`src/rtl/vga_fb_arbiter.sv`:
```
// Shares one single-port frame-buffer RAM between VGA scan-out reads and a FIFO-buffered pixel writer.
// Writes drain only during blanking; colour and syncs are re-aligned to the registered RAM read latency.
module vga_fb_arbiter #(
  parameter int H_DISPLAY  = 256,
  parameter int V_DISPLAY  = 480,
  parameter int ADDR_W     = 17,
  parameter int DATA_W     = 3,
  parameter int FIFO_DEPTH = 4
) (
  input  logic              clk,
  input  logic              reset_n,
  input  logic              video_on,
  input  logic              hsync_in,
  input  logic              vsync_in,
  input  logic [9:0]        pixel_x,
  input  logic [9:0]        pixel_y,
  input  logic              wr_valid,
  output logic              wr_ready,
  input  logic [9:0]        wr_x,
  input  logic [9:0]        wr_y,
  input  logic [DATA_W-1:0] wr_data,
  output logic [ADDR_W-1:0] mem_addr,
  output logic              mem_we,
  output logic [DATA_W-1:0] mem_wdata,
  input  logic [DATA_W-1:0] mem_rdata,
  output logic [DATA_W-1:0] rgb,
  output logic              hsync_out,
  output logic              vsync_out,
  output logic [15:0]       drop_count,
  output logic [2:0]        fifo_level
);

  localparam int         PTR_W    = $clog2(FIFO_DEPTH);
  localparam logic [2:0] LVL_FULL = 3'(FIFO_DEPTH);

  typedef enum logic [1:0] {
    ST_IDLE  = 2'd0,
    ST_SCAN  = 2'd1,
    ST_DRAIN = 2'd2
  } state_t;

  function automatic logic [ADDR_W-1:0] pix_addr(input logic [9:0] x, input logic [9:0] y);
    return ADDR_W'(32'(y) * 32'(H_DISPLAY) + 32'(x));
  endfunction

  state_t              state_r, state_nxt_s;
  logic [ADDR_W-1:0]   addr_mem_r [FIFO_DEPTH];
  logic [DATA_W-1:0]   data_mem_r [FIFO_DEPTH];
  logic [PTR_W-1:0]    rd_ptr_r, wr_ptr_r;
  logic [2:0]          level_r, level_nxt_s;
  logic                push_s, in_range_s, enq_s, drop_s, pop_s;
  logic                vo_d1_r, hs_d1_r, hs_d2_r, vs_d1_r, vs_d2_r;
  logic [DATA_W-1:0]   rgb_r;
  logic [15:0]         drop_cnt_r;

  assign wr_ready   = (level_r != LVL_FULL);
  assign push_s     = wr_valid && wr_ready;
  assign in_range_s = (32'(wr_x) < H_DISPLAY) && (32'(wr_y) < V_DISPLAY);
  assign enq_s      = push_s && in_range_s;
  assign drop_s     = push_s && !in_range_s;
  // Reset is folded in so a mid-drain reset never leaks a write onto the RAM port.
  assign pop_s      = reset_n && !video_on && (level_r != 3'd0);

  assign fifo_level = level_r;
  assign drop_count = drop_cnt_r;
  assign rgb        = rgb_r;
  assign hsync_out  = hs_d2_r;
  assign vsync_out  = vs_d2_r;

  // RAM port mux: scan-out read has absolute priority over queued writes.
  always_comb begin
    mem_we    = 1'b0;
    mem_addr  = {ADDR_W{1'b0}};
    mem_wdata = {DATA_W{1'b0}};
    if (video_on) begin
      mem_addr = pix_addr(pixel_x, pixel_y);
    end else if (pop_s) begin
      mem_we    = 1'b1;
      mem_addr  = addr_mem_r[rd_ptr_r];
      mem_wdata = data_mem_r[rd_ptr_r];
    end else begin
      mem_we = 1'b0;
    end
  end

  // Occupancy after this cycle's enqueue/pop.
  always_comb begin
    level_nxt_s = level_r;
    case ({enq_s, pop_s})
      2'b10:   level_nxt_s = level_r + 3'd1;
      2'b01:   level_nxt_s = level_r - 3'd1;
      default: level_nxt_s = level_r;
    endcase
  end

  // FIFO storage; entries hold the precomputed RAM address.
  always_ff @(posedge clk) begin
    if (enq_s) begin
      addr_mem_r[wr_ptr_r] <= pix_addr(wr_x, wr_y);
      data_mem_r[wr_ptr_r] <= wr_data;
    end
  end

  // FIFO pointers and level.
  always_ff @(posedge clk) begin
    if (!reset_n) begin
      rd_ptr_r <= '0;
      wr_ptr_r <= '0;
      level_r  <= 3'd0;
    end else begin
      if (enq_s) wr_ptr_r <= wr_ptr_r + PTR_W'(1);
      if (pop_s) rd_ptr_r <= rd_ptr_r + PTR_W'(1);
      level_r <= level_nxt_s;
    end
  end

  // Saturating count of out-of-range writes.
  always_ff @(posedge clk) begin
    if (!reset_n) begin
      drop_cnt_r <= 16'd0;
    end else if (drop_s && (drop_cnt_r != 16'hFFFF)) begin
      drop_cnt_r <= drop_cnt_r + 16'd1;
    end else begin
      drop_cnt_r <= drop_cnt_r;
    end
  end

  // Status FSM next state.
  always_comb begin
    state_nxt_s = state_r;
    case (state_r)
      ST_IDLE: begin
        if (video_on)               state_nxt_s = ST_SCAN;
        else if (level_r != 3'd0)   state_nxt_s = ST_DRAIN;
        else                        state_nxt_s = ST_IDLE;
      end
      ST_SCAN: begin
        if (video_on)               state_nxt_s = ST_SCAN;
        else if (level_r != 3'd0)   state_nxt_s = ST_DRAIN;
        else                        state_nxt_s = ST_IDLE;
      end
      ST_DRAIN: begin
        if (video_on)               state_nxt_s = ST_SCAN;
        else if (level_nxt_s == 3'd0) state_nxt_s = ST_IDLE;
        else                        state_nxt_s = ST_DRAIN;
      end
      default:                      state_nxt_s = ST_IDLE;
    endcase
  end

  // Status FSM state register.
  always_ff @(posedge clk) begin
    if (!reset_n) state_r <= ST_IDLE;
    else          state_r <= state_nxt_s;
  end

  // Two-stage alignment: RAM data arrives at N+1, colour and syncs leave at N+2.
  always_ff @(posedge clk) begin
    if (!reset_n) begin
      vo_d1_r <= 1'b0;
      hs_d1_r <= 1'b1;
      hs_d2_r <= 1'b1;
      vs_d1_r <= 1'b1;
      vs_d2_r <= 1'b1;
      rgb_r   <= {DATA_W{1'b0}};
    end else begin
      vo_d1_r <= video_on;
      hs_d1_r <= hsync_in;
      hs_d2_r <= hs_d1_r;
      vs_d1_r <= vsync_in;
      vs_d2_r <= vs_d1_r;
      rgb_r   <= vo_d1_r ? mem_rdata : {DATA_W{1'b0}};
    end
  end

endmodule

```
`config.mk`:
```
export PLATFORM = sky130hd
export DESIGN_NAME = vga_fb_arbiter
export DESIGN_NICKNAME = d
export VERILOG_FILES = /design/src/rtl/vga_fb_arbiter.sv
export SDC_FILE = /design/constraint.sdc
export NUM_CORES = 1
export LEC_CHECK = 0
export ABC_AREA = 1
export BUFFER_PORTS_ARGS = -buffer_cell sky130_fd_sc_hd__buf_2
export CAP_MARGIN = 20
export CORE_UTILIZATION = 50
export DETAILED_ROUTE_END_ITERATION = 8
export GPL_TIMING_DRIVEN = 0
export PLACE_DENSITY = 0.74
export SLEW_MARGIN = 10
export SYNTH_ARGS = -nofsm -noshare
export SYNTH_HDL_FRONTEND = slang
export SYNTH_SLANG_ARGS = --single-unit
```
`constraint.sdc`:
```
create_clock -name clk -period 2.8 [get_ports clk]
set_input_delay 0.28 -clock clk [delete_from_list [all_inputs] [get_ports clk]]
set_output_delay 0.28 -clock clk [all_outputs]
set_load 0.1 [all_outputs]
```
Word-level counts from Yosys, hierarchy flattened:

Memories as Yosys holds them, arrays and structs flattened. A register that Yosys moved wholly into a read port is not among the register bits.
Index checks and enable logic that the tools add are counted.

* register bits: 31
* bits in writable memories: 80
* input port bits: 52
* output and inout port bits: 46
* word-level logic and storage cells: 50
* memories: 2

Memory list
* addr_mem_r: depth 4, width 17, read ports 1, clocked after memory_dff 1, wr ports 1, line 47 `logic [ADDR_W-1:0] addr_mem_r [FIFO_DEPTH];`
* data_mem_r: depth 4, width 3, read ports 1, clocked after memory_dff 1, wr ports 1, line 48 `logic [DATA_W-1:0] data_mem_r [FIFO_DEPTH];`

* add/sub/neg operators: 7
* $lt $le $gt $ge: 2
* equality and inequality tests: 4
* muxes and demuxes: 13
* reduce and logical (&&, ||, !) cells: 12

Operator list (count)
* 17-bit by 10-bit adder with 17-bit output: 2
* 17-bit 2-to-1 mux: 2
* 10-bit by 9-bit < comparator with 1-bit output (second input constant): 2
* 16-bit by 1-bit adder with 16-bit output (second input constant): 1
* 16-bit != test (second input constant): 1
* 2-bit 2-to-1 mux: 4
* 1-bit logical AND: 7
* 3-bit 2-to-1 mux: 2
* 3-bit case mux with 2 select lines: 1
* 2-bit by 1-bit adder with 2-bit output (second input constant): 2
* 1-bit 2-to-1 mux: 4
* 3-bit by 1-bit adder with 3-bit output (second input constant): 1
* 3-bit != test (second input constant): 1
* 3-bit nonzero test: 1
* 3-bit by 1-bit subtractor with 3-bit output (second input constant): 1
* 2-bit by 1-bit equality test with 1-bit output (second input constant): 1
* 2-bit equality test (second input constant): 1
* 1-bit logical NOT: 2
* 2-bit AND reduction: 1
* 2-bit nonzero test: 1

Logic depth before layout (Yosys ltp):

Gate-level depths: netlist (run 1).

* depth after elaboration: 5
* gate-level depth with buffers: 12

Worst setup path after synthesis (run 1):

No wires, ideal clock.

* path type: reg2out
* start: register level_r[2] (netlist: fifo_level[2])
* end: output mem_wdata[0]
* data arrival time: 3.014 ns
* required time: 2.520 ns
* slack: -0.494 ns
* stages on the path, launching flop included: 7
* buffers on the path: 0
* cells stage by stage: dfxtp_1 > inv_1 > nand2_1 > nand2_1 > nor2_1 > inv_1 > a21oi_1

* longest elaborated chain between the ends: 4

RTL lines
* start: declaration: line 50 `logic [2:0] level_r, level_nxt_s;`
* start signal: assignment: line 113 `level_r <= level_nxt_s;`
* 3-bit nonzero test
* 1-bit logical AND: line 62 `assign pop_s = reset_n && !video_on && (level_r != 3'd0);`
* 3-bit 2-to-1 mux: line 77 `end else if (pop_s) begin`
* 3-bit 2-to-1 mux: line 75 `if (video_on) begin`
* end: declaration: line 24 `output logic [DATA_W-1:0] mem_wdata,`

No other way between the ends.

Worst setup path after layout (run 1):

* start: register level_r[2] (netlist: fifo_level[2])
* end: output mem_addr[9]

* longest elaborated chain between the ends: 4

RTL lines
* 3-bit nonzero test
* 1-bit logical AND: line 62
* via pop_s: line 51 `logic push_s, in_range_s, enq_s, drop_s, pop_s;`
* 17-bit 2-to-1 mux: line 77
* 17-bit 2-to-1 mux: line 75
* end: declaration: line 22 `output logic [ADDR_W-1:0] mem_addr,`

The timed path passes the listed nets, and every way through them passes these cells.

==> reports/results.txt, run 1 <==
The first global-routing pass estimated 20.2 mm of wire. Clock-pin slew was measured on the worst setup and hold paths at 0.05 ns. The tightest hold path in the finished design has a slack of 0.0591 ns.

The first TritonRoute pass finished after 5 iterations. The worst max-slew margin expressed relative to the limit is 52.7%, and the boundary pin count is 98. During placement, the flow inserted port buffers numbering 96. The logs give 5370 sq um for the post-synth design cell area and 0 for the initial antenna violation count. After synthesis, the share of flip-flops with an asynchronous set or reset is 0%. At the placement stage, the worst setup path has a slack of 0.312 ns.

The flow ran to the end, and the final reports show no timing, DRC or antenna violations. Of the synthesized area, sequential elements account for 57.0%. Clock tree synthesis inserted a total of 17 buffers. The run gives 23.6% as the total routing resource utilization after global routing. The total area inside the core boundary comes to 10400 sq um. The longest clock path from root to sink contains 2 buffers. The finished layout holds 858 standard cells, fillers aside. For the total wirelength of the detailed-routed design, the log shows 12.3 mm. In this run the worst hold path is classified as primary input to register. The warning count from the yosys run was 0; the detailed-route vias per instance was 5.14.

For the number of pins with negative max-slew slack in the final report, the log shows 0. In this run the static leakage power is 2.89 nW. Number of distinct library cells after synthesis: 32. After detailed routing, the average wire length per cell comes to 14.4 microns. The detailed-placement wirelength estimate is 8.46 mm, and the global-route congestion overflow total is 0.

Counting flops and latches in the post-synthesis netlist gives 113. The logs give 774 for the final net count and 2.52 ns for the worst endpoint required time. The design draws 4.10 mW. The average instance in the mapped netlist occupies 9.36 sq um.

The highest fanout seen on the critical path was 10; the floorplan row count was 37. The insertion delay to the later sink of the worst-skew pair is 0.52 ns, and the critical path data arrival time is 2.40 ns. Once the floorplan was initialized, standard cells occupied 51.8% of the core. Uppermost layer routed: met4. In the final routing, the length of wire on met1 measures 5.33 mm. The tools report the element type at the critical path start as a register.

The die footprint was 11200 sq um. The number of global-route vias before repair is 4250, and the instance count of the mapped netlist is 574. In the final layout, the share of cells above drive strength 1 is 25.8%. After detailed routing, the met3 layer carries 731 microns of wire. The worst voltage drop across the vdd grid is 0.457 mV, and the transition time at the pin with the least slew margin is 0.709 ns. After detailed routing, the number of remaining DRC violations is 0. Once the clock tree was built, the setup fixing pass inserted 0 buffers. The number of cells after detailed placement was 810. Critical path endpoint category: a primary output. The worst path in the final design needs a cycle of 2.68 ns, including I/O delays and setup.

Setup slack on the critical path of the routed design comes to 0.125 ns. The number of violations of the max-capacitance limit was 0. The clock root buffer master is clkbuf_8. After detailed routing, the met2 layer carries 6.14 mm of wire. In this run the horizontal extent of the chip is 106 microns. The tools report the synthesized netlist net count as 639. TritonCTS built the clock tree. On the final layout, the worst clock skew is 0.0114 ns. Once detail routing completed, the nets flagged for antenna violations numbered 0. The type of the worst setup path was register to primary output. The highest clock frequency the design can meet came out at 374 MHz.

The detailed router finished its first iteration with 330 violations. In this run the number of H-tree levels came out at 4. Yosys mapped a number of flops with a built-in enable equal to 80. For this block, the via count after detailed routing is 4407. The die is 106 microns tall.

The most used flip-flop cell after synthesis is edfxtp_1. The run gives 113 as the sink count of the clock tree. Entering global routing, the biggest net connects 17 pins. Setup repair after global routing left no endpoint under its margin. Of the available clock period, the critical path in the final layout requires 95.5%. The area growth from synthesis to layout is 26.9%, and the number of failing hold endpoints at the final stage is 0. At the end of routability-driven placement, the weighted congestion stood at 0.799. The power density of the placed cells was 602 nW/um^2. The count of inserted antenna diode cells was 0; the count of endpoints failing setup in the final report was 0.
-- power breakdown --
part / internal [mW] / total [mW] / switching (mW) / leakage [nW]
combinational: 0.122 / 0.455 / 0.333 / 1.65
clock: 1.15 / 1.82 / 0.676 / 0.253
sequential: 1.82 / 1.83 / 0.00998 / 0.988
total: 3.08 / 4.10 / 1.02 / 2.89
-- stage by stage --
stage          utilization, %  instance area [sq um]  TNS (ns)
3_5_place_dp             58.9                   6110         0
5_1_grt                  65.8                   6820         0
4_1_cts                  65.3                   6780         0
3_3_place_gp             58.2                   6040     -3.30
2_1_floorplan               -                   5390     -1.50
6_report                 65.8                   6820         0
-- kinds of logic (layout without fill, tap and decap cells) --
| logic type | Yosys count | count (layout) | synth area share, % |
|---|---|---|---|
| simple gates | 269 | 269 | 22.3 |
| buf+inv | 82 | 230 | 6.40 |
| compound gates | 83 | 83 | 8.59 |
| fa+ha+maj | 13 | 13 | 3.45 |
| flops | 113 | 113 | 57.0 |
| xor+xnor | 14 | 14 | 2.28 |
-- final cells by class --
cell class,instances,area [sq um]
Buffer,20,111
Timing Repair Buffer,116,743
Tap cell,136,170
Clock buffer,26,478
Clock inverter,6,32.5
Multi-Input combinational cell,379,1990
Inverter,62,233
Sequential cell,113,3060
Fill cell,828,3550
-- Yosys cell counts, types with 2 or more instances --
cell type	number	share of area, %
ha_1	10	2.3
o21ai_0	36	3.4
dfxtp_1	33	12
nand2_4	2	0.42
nor2_1	58	4.1
xor2_1	7	1.1
nand3_2	2	0.37
nand2_2	13	1.5
nand4_1	6	0.70
inv_1	60	4.2
o21bai_1	2	0.28
nand3_1	44	4.1
clkbuf_1	6	0.42
nand2_1	129	9.0
buf_1	2	0.14
xnor2_1	7	1.1
nor2_2	4	0.47
edfxtp_1	80	45
nor2_4	4	0.84
o21ai_1	3	0.28
buf_2	10	0.93
or2_2	5	0.58
a21oi_1	29	2.7
o22ai_1	3	0.35
a21oi_2	10	1.6
fa_1	3	1.1
-- path summary, 6_finish.rpt --
path | start | to | slack (ns) | cells past startpoint
worst max-delay path | fifo_level[2] | mem_addr[9] | 0.12 | 8
worst min-delay path | reset_n | fifo_level[2] | 0.06 | 3
worst max register to register | fifo_level[2] | fifo_level[2] | 0.29 | 12
worst min register to register | vs_d1_r | vsync_out | 0.41 | 1
-- cell usage in the layout (no fill, tap or decap), types with 16 or more instances in the layout --
master	synthesis	layout
nand2_1	129	129
buf_2	10	89
edfxtp_1	80	80
inv_1	60	60
nor2_1	58	54
nand3_1	44	44
o21ai_0	36	36
dfxtp_1	33	33
a21oi_1	29	29
clkbuf_4	0	17
clkbuf_16	0	16
dlygate4sd3_1	0	16
-- flip-flops by register name, summed over array words and instances (netlist names), named ones only --
signal      count
data_mem_r     12
vsync_out       1
rd_ptr_r        2
wr_ptr_r        2
vo_d1_r         1
rgb             3
hsync_out       1
drop_count     16
vs_d1_r         1
fifo_level      3
hs_d1_r         1
addr_mem_r     68
-- critical path: stages, from the launching register on --
cell and delay [ns]:
dfxtp_1 0.38, inv_1 0.08, nand2_1 0.07, nand2_1 0.08, nor2_1 0.35, buf_2 0.34
nand3_1 0.17, nand2_1 0.09, clkbuf_4 0.32
-- what timing repair did --
item,CTS,global route
hold endpoints to repair,49,0
hold buffers,16,0
gates resized for setup,0,17
setup endpoints to repair,0,17
-- layer usage --
| metal | vias up | GRT usage [%] |
|---|---|---|
| li1 | 2169 | - |
| met1 | 2067 | 30.0 |
| met2 | 161 | 40.4 |
| met3 | 10 | 5.26 |
| met4 | 0 | 6.94 |
| met5 | - | 0 |
Power figures use the tool's default switching activity.
==> run 2: changes to the inputs <==
==> constraint.sdc (replaced) <==
create_clock -name clk -period 2.8 [get_ports clk]
set_input_delay 0.28 -clock clk [delete_from_list [all_inputs] [get_ports clk]]
set_output_delay 0.28 -clock clk [all_outputs]
set_load 0.05 [all_outputs]
==> run 2 against run 1 <==
- fmax rose by 7.2%
- cell count fell by 0.23%
- total power decreased by 4.4%
- non-clock buffer count unchanged
- global-route usage up 0.73 points
- setup slack gained 0.18 ns
- worst hold slack better by 0.031 ns
- routed wire length up 3.0%
- sequential share of layout area is 0.63 points higher
- largest power group unchanged
- critical path type unchanged
==> reports/results.txt, run 2 (synthesis gave the netlist of run 1 again) <==
The flow ran to the end, and the final reports show no timing, DRC or antenna violations. The library cell used most frequently in the layout, excluding fill and tap cells, is nand2_1. For the starting density of the core, the log shows 51.8% (unchanged). The number of cells after detailed placement was 810 (unchanged). The minimum clock period came out at 2.50 ns (-0.180 ns). STA classifies the critical path endpoint as a primary output. The proportion of layout cells with a drive suffix above 1 was 25.3% (-0.48 points); the detailed-placement wirelength estimate was 8.77 mm (+3.7%).

The slack of the worst reg-to-reg path is 0.33 ns (+0.04 ns), and the critical path data arrival time is 2.22 ns (-0.18 ns). For the insertion delay to the later sink of the worst-skew pair, the log shows 0.51 ns (about the same). The tools report the area of all sequential standard cells as 3060 sq um (unchanged).

Among all stages on the critical path, the largest delay is contributed by clkbuf_1. The cell that appears most often on the critical path is buf_2. The logs give 113 (unchanged) for the sink count of the clock tree and 0 (unchanged) for the count of endpoints failing setup in the final report.

The number of violations of the max-capacitance limit was 0 (unchanged); the total wirelength of the detailed-routed design was 12.7 mm (+3.0%). The clock transition at the registers of the reported paths was 0.05 ns (about the same). Remaining antenna violation count: 0 (unchanged). Final instance area: 6730 sq um (-1.4%). The worst setup path is of the register to primary output kind. For the clock tree skew after final layout, the log shows 0.00693 ns (-0.00452 ns). The total routing resource utilization after global routing was 24.4% (+0.73 points).

The tools report the total via count in the routed design as 4361 (-1.0%). The total CTS buffers was 17 (unchanged). The worst register-to-register path begins at fifo_level[2].

The maximum number of buffers from clock root to sink was 2 (unchanged). The number of global-route vias before repair came out at 4364 (+2.7%). In this run the worst hold path is classified as primary input to register. The power density of the placed cells was 583 nW/um^2 (-3.1%); the placed instance area was 6090 sq um (-0.25%).

The number of cells on the worst hold path works out to 3 (unchanged). In this run the critical register-to-register path is captured at fifo_level[2]. The tools report the pin count of the biggest net entering global routing as 17 (unchanged). The final net count was 774 (unchanged).

The clock root buffer master was clkbuf_8. The average detailed-routed wire length per instance works out to 14.8 microns (+3.3%). Setup repair after global routing left no endpoint under its margin. The boundary pin count was 98 (unchanged); the count of inserted antenna diode cells was 0 (unchanged). The flip-flop count of the largest register, all copies and words added came out at 68 (unchanged). The run gives 0 (unchanged) as the number of pins with negative max-slew slack in the final report. Grouping stages by cell kind, the critical path spends the most delay in buffers and inverters.

The run gives 0.0903 ns (+0.0311 ns) as the final worst hold slack. For the count of routing violations after the opening detailed-route iteration, the log shows 301 (-8.8%). The largest register by flop count was addr_mem_r. The number of non-filler instances in the completed layout was 856 (-0.23%); the die footprint was 11200 sq um (unchanged). The routability congestion estimate from global placement was 0.877 (+9.7%). Traced cell by cell, the critical path runs through buf_2 -> clkbuf_1 -> a21oi_1 -> o21ai_0 -> nand3_1 -> nand2_1 -> buf_2.

The run gives 0 (unchanged) as the total DRC errors in the routed layout. The startpoint identified for the worst hold timing path is reset_n. For the worst voltage drop across the vdd grid, the log shows 0.428 mV (-6.4%). Leaving out fill and tap cells, the most frequent cells in the layout are nand2_1 (129), buf_2 (106), edfxtp_1 (80). The total of buffers placed on input and output ports was 96 (unchanged); the transition time at the pin with the least slew margin was 0.805 ns (+0.0961 ns). The width of the die was 106 microns (unchanged); the highest fanout seen on the critical path was 10 (unchanged). Largest stage delay on the critical path: 0.47 ns (+0.09 ns). The area growth from synthesis to layout is 25.1%.

TritonCTS built the clock tree. The element type at the critical path start is a register. The static leakage power is 2.87 nW (-0.64%), and the floorplan row count is 37 (unchanged). Number of detailed-route iterations in the first pass: 5 (unchanged).

The number of failing hold endpoints at the final stage was 0 (unchanged). The tools report the CTS H-tree depth as 4 (unchanged). The die outline height works out to 106 microns (unchanged). For hold timing, the worst endpoint is fifo_level[2]. For the global-route congestion overflow total, the log shows 0 (unchanged). The highest clock frequency the design can meet was 401 MHz (+7.2%); the cell count of the worst reg-to-reg path was 12 (unchanged). For the worst endpoint required time, the log shows 2.52 ns (about the same). The run gives 64.9% (-0.90 points) as the end-of-flow core utilization. The buffering stage count on the worst path with inverters included came out at 3 (unchanged).

The run gives 0 (unchanged) as the initial antenna violation count. The tools report the placeable core region as 10400 sq um (unchanged). For the wire length of the first global-routing pass, the log shows 20.7 mm (+2.6%). The worst max-slew margin expressed relative to the limit was 46.3% (-6.4 points); the total of fill cells in the finished design was 846 (+2.2%). The share of the clock period used by the worst path is 89.1% (-6.4 points). Detailed-route vias per instance: 5.09 (-0.81%). Area of the multi-input gates: 1980 sq um (-0.44%).
-- run 2: cell count changes in the layout (fill, tap and decap cells not counted), sizes merged --
| cell | change |
|---|---|
| clkinv | +6 |
| clkbuf | -24 |
| buf | +17 |
| clkinvlp | -1 |
-- run 2: repair_timing --
item | 4_1_cts | 5_1_grt
gates resized for setup | 0 | 1
endpoints found under the hold margin | 49 | 0
endpoints found under the setup margin | 0 | 1
hold buffers | 16 | 0
buffers inserted | 0 | 0
-- run 2: worst min-delay path, stage by stage --
cell and delay [ns]:
buf_2 0.13, o21ai_0 0.09, a21oi_1 0.05
-- run 2: per-layer routing --
| layer | up-vias | part of all wire, % | routed length, microns | GRT usage (%) |
|---|---|---|---|---|
| met1 | 2023 | 41 | 5190 | 29.0 |
| met3 | 19 | 7.2 | 908 | 6.37 |
| met2 | 156 | 50 | 6390 | 41.8 |
| li1 | 2163 | - | - | - |
| met4 | 0 | 1.6 | 204 | 9.82 |
| met5 | - | 0 | 0 | 0 |
-- run 2: cell type report --
type                       instances  share of cell area, %
multi-input combinational        379                   29.4
tap                              136                   2.53
timing repair buffer             116                   10.4
sequential                       113                   45.5
inverter                          62                   3.46
clock inverter                    11                  0.744
clock buffer                      19                   6.27
buffer                            20                   1.66
-- run 2: power by group --
group | internal, mW | total, mW | switching, mW
registers | 1.82 | 1.83 | 0.00972
logic | 0.114 | 0.353 | 0.239
clock network | 1.05 | 1.74 | 0.696
-- run 2: worst max path at each step --
stage | to | slack (ns) | cells past startpoint
6_report | mem_addr[7] | 0.30 | 7
5_1_grt | fifo_level[2] | 0.07 | 12
4_1_cts | mem_addr[12] | 0.17 | 8
3_5_place_dp | fifo_level[2] | 0.22 | 12
3_3_place_gp | data_mem_r[1][1] | -0.09 | 6
2_1_floorplan | addr_mem_r[0][0] | 0.38 | 4
-- run 2: stage by stage --
step	setup slack [ns]	setup TNS, ns	power, mW
floorplan	0.382	0	2.07
global placement	-0.0890	-6.32	2.18
detailed placement	0.217	0	2.19
CTS	0.174	0	3.92
global route	0.0706	0	4.03
finish	0.305	0	3.92
==> run 3: changes to the inputs <==
--- a/config.mk
+++ b/config.mk
@@ -11,7 +11,8 @@
 export CORE_UTILIZATION = 50
 export DETAILED_ROUTE_END_ITERATION = 8
 export GPL_TIMING_DRIVEN = 0
-export PLACE_DENSITY = 0.74
+export PLACE_DENSITY = 0.73
+export SETUP_SLACK_MARGIN = 0.5
 export SLEW_MARGIN = 10
 export SYNTH_ARGS = -nofsm -noshare
 export SYNTH_HDL_FRONTEND = slang
==> constraint.sdc (replaced) <==
create_clock -name clk -period 2.5 [get_ports clk]
set_input_delay 0.25 -clock clk [delete_from_list [all_inputs] [get_ports clk]]
set_output_delay 0.25 -clock clk [all_outputs]
set_load 0.05 [all_outputs]
==> run 3 against run 2 <==
- combinational power rose by 28%
- critical path type unchanged
- non-clock buffer count rose by 18
- design area rose by 11%
==> reports/results.txt, run 3 (synthesis gave the netlist of run 1 again) <==
The capture point of the worst path was mem_addr[12]. The count of routing violations after the opening detailed-route iteration was 279 (-7.3%). The pin count of the biggest net entering global routing was 21 (+4); the detailed-placement wirelength estimate was 8.51 mm (-3.1%). The cell count of the worst reg-to-reg path works out to 13 (+1). The total of buffers placed on input and output ports works out to 96 (unchanged).

Compared with the post-synthesis result, the final layout area differs by 38.3%. The worst path uses 86.3% of the clock period. The tools report the combinational fraction of design power as 9.3% (+0.3 points).

The routability congestion estimate from global placement is 0.832 (-5.2%), and the net switching fraction of the power is 23.4% (-0.67 points). The starting density of the core is 51.8% (unchanged). The run gives 4422 (+1.3%) as the number of global-route vias before repair. The top cell types in the final layout, fill and taps aside, are nand2_1 (123), edfxtp_1 (80), buf_2 (78).

The run gives 1.13 mW (+20%) as the switching power of the nets. The number of failing hold endpoints at the final stage is 0 (unchanged), and the static leakage power is 3.11 nW (+8.4%). The tools report the total wirelength of the detailed-routed design as 13.7 mm (+8.2%). Total routing resource utilization after global routing: 24.3% (-0.064 points).

The fraction of power consumed by the clock network was 48.4% (+4.0 points). The placeable core region came out at 10400 sq um (unchanged). The final net count was 792 (+2.3%); the detailed-route vias per instance was 5.27 (+3.4%). The transition time at the pin with the least slew margin was 0.532 ns (-0.273 ns); the insertion delay to the later sink of the worst-skew pair was 0.52 ns (about the same).

The total via count in the routed design is 4614 (+5.8%), and the sum of routed wire segments on met1 is 5.23 mm (+0.67%). TritonCTS built the clock tree. Ranked by flip-flop count, first place goes to addr_mem_r.

Uppermost layer routed: met4. The run gives 0.126 ns (-0.0906 ns) as the worst slack at placement. For the sequential share of power, the log shows 42.2% (-4.4 points).

For the maximum number of buffers from clock root to sink, the log shows 2 (unchanged). The sink count of the clock tree came out at 113 (unchanged). The path class of the lowest-slack min-delay path was primary input to register. End-of-flow core utilization: 71.7% (+6.8 points). The width of the die came out at 106 microns (unchanged). Wire length of the first global-routing pass: 20.6 mm (-0.46%).

The proportion of layout cells with a drive suffix above 1 is 34.6% (+9.3 points), and the highest clock frequency the design can meet is 463 MHz. The flip-flop count of the largest register, all copies and words added came out at 68 (unchanged). Number of violations of the max-capacitance limit: 0 (unchanged). Setup repair after global routing could not meet its margin everywhere.

The run gives 1.91 ns (-0.31 ns) as the critical path data arrival time. The tree is rooted in a clkbuf_8. The internal power contribution is 3.70 mW (+24%).

The tools report the CTS H-tree depth as 4 (unchanged). The accumulated negative setup slack is 0 ns (unchanged). For the worst voltage drop across the vdd grid, the log shows 0.441 mV (+3.1%). The tools report the minimum setup slack in the final design as 0.342 ns (+0.0371 ns).

For the die footprint, the log shows 11200 sq um (unchanged). Leaving out fill and tap cells, the most frequent cell in the layout is nand2_1. The run gives 7.20 mm (+13%) as the sum of met2 wire segment lengths after detailed routing. The total power is 4.83 mW (+23%), and the count of endpoints failing setup in the final report is 0 (unchanged). The initial antenna violation count was 0 (unchanged); the floorplan row count was 37 (unchanged). The die outline height is 106 microns (unchanged). The average detailed-routed wire length per instance is 15.7 microns (+5.7%), and the highest fanout seen on the critical path is 6 (-4). The remaining antenna violation count was 0 (unchanged); the global-route congestion overflow total was 0 (unchanged). The clock transition at the registers of the reported paths works out to 0.06 ns (about the same). The met3 layer wire length in the routed design was 1.03 mm (+13%). For the total DRC errors in the routed layout, the log shows 0 (unchanged). The count of inserted antenna diode cells is 0 (unchanged). The number of pins with negative max-slew slack in the final report is 0 (unchanged).

STA classifies the critical path startpoint as a register. The total CTS buffers came out at 17 (unchanged). The run finished with clean final reports. The clock tree skew after final layout came out at 0.00787 ns (+0.000941 ns). The type of the worst setup path was register to primary output.

Worst reg2reg path endpoint: fifo_level[2]. The worst endpoint required time is 2.25 ns (-0.27 ns). The slack of the worst reg-to-reg path was 0.48 ns (+0.15 ns); the power density of the placed cells was 650 nW/um^2 (+12%). The minimum clock period was 2.16 ns; the boundary pin count was 98 (unchanged). For the worst max-slew margin expressed relative to the limit, the log shows 64.5% (+18 points). The worst register-to-register path begins at fifo_level[1]. The worst setup path is captured at a primary output. Number of detailed-route iterations in the first pass: 5 (unchanged).
-- run 3: power by group through the flow --
| stage | logic (mW) | registers, mW | clock network (mW) |
|---|---|---|---|
| finish | 0.452 | 2.04 | 2.34 |
| global route | 0.482 | 2.04 | 2.45 |
| CTS | 0.428 | 2.04 | 2.35 |
| detailed placement | 0.372 | 2.08 | 0 |
| global placement | 0.360 | 2.08 | 0 |
| floorplan | 0.216 | 2.10 | 0 |
-- run 3: worst max-delay path: stages, from the launching register on --
cell	delay, ns
dfxtp_2	0.33
buf_6	0.11
clkinvlp_4	0.13
buf_4	0.17
buf_8	0.14
a21oi_2	0.13
o21ai_2	0.09
nand3_4	0.07
nand2_2	0.06
buf_8	0.15
-- run 3: per-layer routing --
layer	vias up	global-route usage, %
met1	2172	27.6
li1	2210	-
met5	-	0
met2	207	44.1
met3	25	5.07
met4	0	9.92
-- run 3: worst min path at each step --
| stage | startpoint | end | slack [ns] | depth (start not counted) |
|---|---|---|---|---|
| global placement | vs_d1_r | vsync_out | 0.40 | 1 |
| floorplan | wr_x[0] | addr_mem_r[0][0] | 0.35 | 0 |
| detailed placement | hs_d1_r | hsync_out | 0.40 | 1 |
| finish | reset_n | fifo_level[2] | 0.05 | 3 |
| global route | reset_n | fifo_level[2] | 0.06 | 3 |
| CTS | reset_n | fifo_level[2] | 0.02 | 3 |
-- run 3: cell type report --
class,instances,area (sq um)
sequential,113,3080
fill,742,2940
multi-input combinational,379,2170
timing repair buffer,134,967
clock buffer,17,414
inverter,62,246
buffer,20,218
tap,136,170
clock inverter,15,168
-- run 3: per-stage QoR --
step	hold WS [ns]	instances	cell area, sq um
5_1_grt	0.0590	876	7430
6_report	0.0476	876	7430
3_3_place_gp	0.401	806	6060
2_1_floorplan	0.349	574	5410
4_1_cts	0.0207	866	7160
3_5_place_dp	0.401	808	6090
-- run 3: repair_timing --
item / 4_1_cts / 5_1_grt
hold buffers: 16 / 0
buffers inserted: 7 / 7
gates resized for setup: 84 / 59
setup endpoints to repair: 63 / 50
cloned: 3 / 1
pin swaps: 9 / 12
endpoints found under the hold margin: 49 / 0
